File: config.mk
export PLATFORM = sky130hd
export DESIGN_NAME = rc_inverse_filter_flat
export DESIGN_NICKNAME = d
export VERILOG_FILES = /design/src/rtl/rc_inverse_filter_if.sv /design/src/rtl/rc_inverse_filter.sv /design/src/flat_wrapper.sv
export SDC_FILE = /design/constraint.sdc
export NUM_CORES = 1
export LEC_CHECK = 0
export BUFFER_PORTS_ARGS = -buffer_cell sky130_fd_sc_hd__buf_2
export CAP_MARGIN = 20
export CORE_ASPECT_RATIO = 1.4
export CORE_MARGIN = 2
export CORE_UTILIZATION = 45
export CTS_CLUSTER_SIZE = 24
export DETAILED_ROUTE_END_ITERATION = 8
export MAX_ROUTING_LAYER = met4
export SLEW_MARGIN = 10
export SYNTH_ARGS = -nofsm -noshare
export SYNTH_HDL_FRONTEND = slang
export SYNTH_SLANG_ARGS = --single-unit
File: constraint.sdc
create_clock -name clk -period 5.6 [get_ports clk]
set_input_delay 0.84 -clock clk [delete_from_list [all_inputs] [get_ports clk]]
set_output_delay 0.84 -clock clk [all_outputs]
set_load 0.05 [all_outputs]
File: src/rtl/rc_inverse_filter_if.sv
// rc_inverse_filter_if: valid/ready streams into and out of the RC inverse filter, plus the history clear
//   clear                    sync strobe: zero the y[n-1] history
//   y_data/y_valid/y_ready   filtered input stream, signed Q.W_FRAC
//   x_data/x_valid/x_ready   recovered output stream, signed Q.W_FRAC
//   x_sat                    x_data was saturated, qualified by x_valid
interface rc_inverse_filter_if #(parameter int W = 16);
  logic clear;
  logic [W-1:0] y_data;
  logic y_valid;
  logic y_ready;
  logic [W-1:0] x_data;
  logic x_valid;
  logic x_ready;
  logic x_sat;
  modport slave (input clear, y_data, y_valid, x_ready, output y_ready, x_data, x_valid, x_sat);
  modport master (output clear, y_data, y_valid, x_ready, input y_ready, x_data, x_valid, x_sat);
endinterface

File: src/rtl/rc_inverse_filter.sv
// rc_inverse_filter: recovers x[n]=(y[n]-(1-a)*y[n-1])/a from an RC low-passed stream, 2-stage valid/ready pipeline
//   clk    rising-edge clock
//   reset  asynchronous active-high reset
//   bus    slave side of rc_inverse_filter_if (clear, y stream in, x stream out with x_sat)
module rc_inverse_filter #(
  parameter int W = 16,
  parameter int W_FRAC = 8,
  parameter int ALPHA = 32
) (
  input logic clk,
  input logic reset,
  rc_inverse_filter_if.slave bus
);
  localparam int ONE = 1 << W_FRAC;
  localparam int INV_ALPHA = (ONE * ONE) / ALPHA;
  localparam int WF = W + W_FRAC;
  localparam int WP = 2 * W + 2;
  localparam logic signed [WF-1:0] C_FB = WF'(ONE - ALPHA);
  localparam logic signed [WP-1:0] C_INV = WP'(INV_ALPHA);
  localparam logic signed [WP-1:0] C_MAX = WP'((1 << (W - 1)) - 1);
  localparam logic signed [WP-1:0] C_MIN = ~C_MAX;
  logic signed [W-1:0] r_prev, r_x_data, w_fb;
  logic signed [W:0] r_s1_diff, w_diff;
  logic signed [WP-1:0] w_p, w_q;
  logic r_s1_valid, r_x_valid, r_x_sat, w_s1_en, w_s2_en, w_in_fire, w_hi, w_lo;
  assign w_s2_en = !r_x_valid || bus.x_ready;
  assign w_s1_en = !r_s1_valid || w_s2_en;
  assign w_in_fire = bus.y_valid && w_s1_en;
  // |(1-a)*prev| < 2^(W+W_FRAC-1), so a W+W_FRAC product holds it exactly before the floor shift
  assign w_fb = bus.clear ? '0 : W'((C_FB * $signed({{W_FRAC{r_prev[W-1]}}, r_prev})) >>> W_FRAC);
  assign w_diff = $signed({bus.y_data[W-1], bus.y_data}) - $signed({w_fb[W-1], w_fb});
  assign w_p = C_INV * $signed({{(W + 1){r_s1_diff[W]}}, r_s1_diff});
  assign w_q = w_p >>> W_FRAC;
  assign w_hi = w_q > C_MAX;
  assign w_lo = w_q < C_MIN;
  assign bus.y_ready = w_s1_en;
  assign bus.x_data = r_x_data;
  assign bus.x_valid = r_x_valid;
  assign bus.x_sat = r_x_sat;
  always_ff @(posedge clk or posedge reset)
    if (reset) begin
      r_prev <= '0;
      r_s1_diff <= '0;
      r_s1_valid <= 1'b0;
      r_x_data <= '0;
      r_x_valid <= 1'b0;
      r_x_sat <= 1'b0;
    end else begin
      // an accepted sample overrides clear for the history update
      if (w_in_fire) begin
        r_prev <= $signed(bus.y_data);
        r_s1_diff <= w_diff;
      end else if (bus.clear) begin
        r_prev <= '0;
      end
      if (w_s1_en) r_s1_valid <= bus.y_valid;
      if (w_s2_en) r_x_valid <= r_s1_valid;
      if (w_s2_en && r_s1_valid) begin
        r_x_data <= w_hi ? C_MAX[W-1:0] : w_lo ? C_MIN[W-1:0] : w_q[W-1:0];
        r_x_sat <= w_hi || w_lo;
      end
    end
endmodule
File: src/flat_wrapper.sv
// flat-port wrapper written by rule: the top's interface ports become plain ports
module rc_inverse_filter_flat 
#(
  parameter int W = 16,
  parameter int W_FRAC = 8,
  parameter int ALPHA = 32
)
  (clk, reset, bus_clear, bus_y_data, bus_y_valid, bus_x_ready, bus_y_ready, bus_x_data, bus_x_valid, bus_x_sat);
  rc_inverse_filter_if #(.W(W)) bus_i ();
  input logic clk;
  input logic reset;
  input wire logic [$bits(bus_i.clear)-1:0] bus_clear;
  input wire logic [$bits(bus_i.y_data)-1:0] bus_y_data;
  input wire logic [$bits(bus_i.y_valid)-1:0] bus_y_valid;
  input wire logic [$bits(bus_i.x_ready)-1:0] bus_x_ready;
  output wire logic [$bits(bus_i.y_ready)-1:0] bus_y_ready;
  output wire logic [$bits(bus_i.x_data)-1:0] bus_x_data;
  output wire logic [$bits(bus_i.x_valid)-1:0] bus_x_valid;
  output wire logic [$bits(bus_i.x_sat)-1:0] bus_x_sat;
  assign bus_i.clear = bus_clear;
  assign bus_i.y_data = bus_y_data;
  assign bus_i.y_valid = bus_y_valid;
  assign bus_i.x_ready = bus_x_ready;
  assign bus_y_ready = bus_i.y_ready;
  assign bus_x_data = bus_i.x_data;
  assign bus_x_valid = bus_i.x_valid;
  assign bus_x_sat = bus_i.x_sat;
  rc_inverse_filter #(.W(W), .W_FRAC(W_FRAC), .ALPHA(ALPHA)) u_core (.clk(clk), .reset(reset), .bus(bus_i));
endmodule
==> metrics <==
vias in the first global route ~3300; Worst-Skew Late Latency roughly 300 ps; pin count of the biggest net entering global routing 51; final wirelength just over 8 mm; FMAX about 0.21 GHz; gpl congestion between 0.8 and 0.9; post-layout min period between 4000 and 5000 ps; Max Root-Sink Buffers 2; status complete, no violations; vias per cell approximately 5.2; final instance area around 0.0047 mm2; Syn Nets between 500 and 600; Pre-Repair DR Iteration Count 4; post-route antenna net violation count 0; Area growth, synth to finish 10.04%; critical path class register to register; first-pass GRT wire length between 10 and 15 mm; routed length per instance around 13 um; setup TNS 0 ps; Resize count post-CTS 0; synthesized area ~0.0043 mm2; crit path launch type register; CTS Buf Count 5; RSZ-0062 raised after global routing no; Top delay family on crit path compound AO/OA/AOI/OAI gates; CP max FO 8; Synth top area share between 20 and 30%; final worst slack roughly 920 ps; number of synthesized register bits 50; die area between 0.01 and 0.015 mm2; H-tree Lvls 2; Hold Violations, Final 0; final-report setup violation count 0; clk slew on worst S/H paths about 70 ps; reg-to-reg startpoint u_core.r_prev[4]$_DFFE_PP0P_; CORE AREA roughly 0.0094 mm2; crit path launch u_core.r_prev[4]$_DFFE_PP0P_; slew margin rel. 51.63%; Post-CTS Hold Fix Bufs 0; Final Util 50.43%; Top cell by count, worst path ha_1; CP Capture Type register; initial drt markers 153; layout cells sized above 1 a little under an eighth; I/O Pins 40; initial antenna violation count 0; die extent in x 86.72 um; final clock skew between 8 and 9 ps; DRC errors left 0; pwr dens 398.4 mW/mm2; Synth area leaders dfrtp_1, ha_1, fa_1; Die H ~120 um; asr flop ratio synth 100.0%; ys flop type dfrtp_1; Max-cap violations 0; sequence of cells on the critical path ha_1, inv_1, fa_1, inv_1, ha_1, a2111o_1, a31oi_2, o21ai_2, a2111oi_4, o21ai_0, a21o_1, ha_1, a21oi_1, o211ai_1, a311oi_1, mux2i_1, o211ai_1; Worst IR Drop VDD approximately 0.14 mV; Period Utilization, post-route about 84%; antenna cells 0; CTS root buf clkbuf_16; synth warn 0; syn_area_per_cell ~8.5 um2; top-count cell post-synth inv_1; leakage between 2 and 2.5 nW; DP Area 0.004583 mm2; CP peak stage delay approximately 490 ps; Post-Place Worst Slack between 900 and 1000 ps; register area share after synthesis between 20% and 30%; Cell Rows 42; Gate Count Post-Synth 507; Data arrival, critical path 4840 ps; synth cell count leaders inv_1, nand2_1, dfrtp_1, o21ai_0, ha_1; Initial Util approximately 46%; synth unique cells slightly above 50; PortBufs 39; HPWL Detailed 6.599 mm; slowest CP cell fa_1; CP required 5770 ps; number of flops mapped to enable cells by yosys 0; Sink Count 50; via count around 3400; grt total ovfl 0; Worst-Margin Slew roughly 720 ps; CTS tree yes; GRT Overall Usage roughly 18%; post-CTS setup buffer count 0; HP Class register to register; final net count 622; worst path bufs/invs 2; Synth area leader dfrtp_1; count of pins over their slew limit 0; hold_ws between 400 and 500 ps; Worst Hold Launch u_core.bus.x_data[5]$_DFFE_PP0P_
[path summary, 6_finish.rpt]
check / endpoint / depth (start not counted) / slack, ps
max in group asynchronous: u_core.r_s1_diff[7]$_DFFE_PP0P_ / 3 / 4510
min in group asynchronous: u_core.bus.x_data[4]$_DFFE_PP0P_ / 2 / 570
hold / removal: u_core.bus.x_data[5]$_DFFE_PP0P_ / 2 / 470
hold reg to reg: u_core.bus.x_data[5]$_DFFE_PP0P_ / 2 / 470
setup / recovery: u_core.r_s1_diff[15]$_DFFE_PP0P_ / 17 / 920
setup reg to reg: u_core.r_s1_diff[15]$_DFFE_PP0P_ / 17 / 920
[tightest hold or removal path: stages (launching register included)]
cell     delay (ps)
dfrtp_1         340
nand2_1          40
o21ai_0          50
[flip-flops by register name, indices dropped and copies added, names as in the netlist]
signal / count
u_core.r_s1_diff: 17
u_core.r_prev: 16
u_core.bus.x_data: 14
u_core.bus.x_sat: 1
u_core.bus.x_valid: 1
u_core.r_s1_valid: 1
[routing by layer]
metal | part of all wire, % | global-route usage [%] | routed length [um]
met2 | 52 | 31.87 | 4323
met5 | 0 | - | 0
met1 | 45 | 20.87 | 3696
met4 | 1.5 | 5.273 | 126
met3 | 1.6 | 2.063 | 129
[layout by cell type (no fill, tap or decap), drive strengths merged, types with 5 or more instances in the layout]
cell,netlist,routed
ha,48,48
nor2b,5,5
or3,5,5
xnor2,14,14
mux2i,5,5
nand4,5,5
clkbuf,16,5
nor2,18,18
nand3b,6,6
a21o,9,9
a21oi,23,23
dfrtp,50,50
o21ai,55,55
buf,2,42
nand2b,19,19
nand3,6,6
and2,5,5
nand2,55,55
fa,15,15
o31ai,14,14
xor2,9,9
inv,78,78
nor3,8,8
[power breakdown]
part	switching (mW)	internal, mW
sequential	0.0618	0.473
combinational	0.672	0.378
clock	0.141	0.163
[stage by stage]
stage	std cells	power [mW]
finish	648	1.890
global route	648	2.086
CTS	647	1.915
detailed placement	640	1.604
global placement	640	1.588
floorplan	507	1.405
[layout make-up]
cell class,count,area (um2)
fillers,893,4663
multi-input cells,361,2691
flip-flops and latches,50,1251
inverters,78,292.8
repair buffers,42,230.2
well taps,110,137.6
clock buffers,5,125.1
clock inverters,2,15.01
[cells by family (layout without fill, tap and decap cells)]
kind of cell | Yosys count | after routing | share of synthesized area [%]
multiplexers | 7 | 7 | 1.684
XOR/XNOR | 23 | 23 | 4.674
buffers and inverters | 96 | 127 | 8.534
AND/OR/NAND/NOR | 140 | 140 | 15.99
AO/OA/AOI/OAI | 128 | 128 | 19.19
flip-flops | 50 | 50 | 29.03
adder cells (fa/ha/maj) | 63 | 63 | 20.90
No activity file was read; power rests on OpenSTA's default activity.
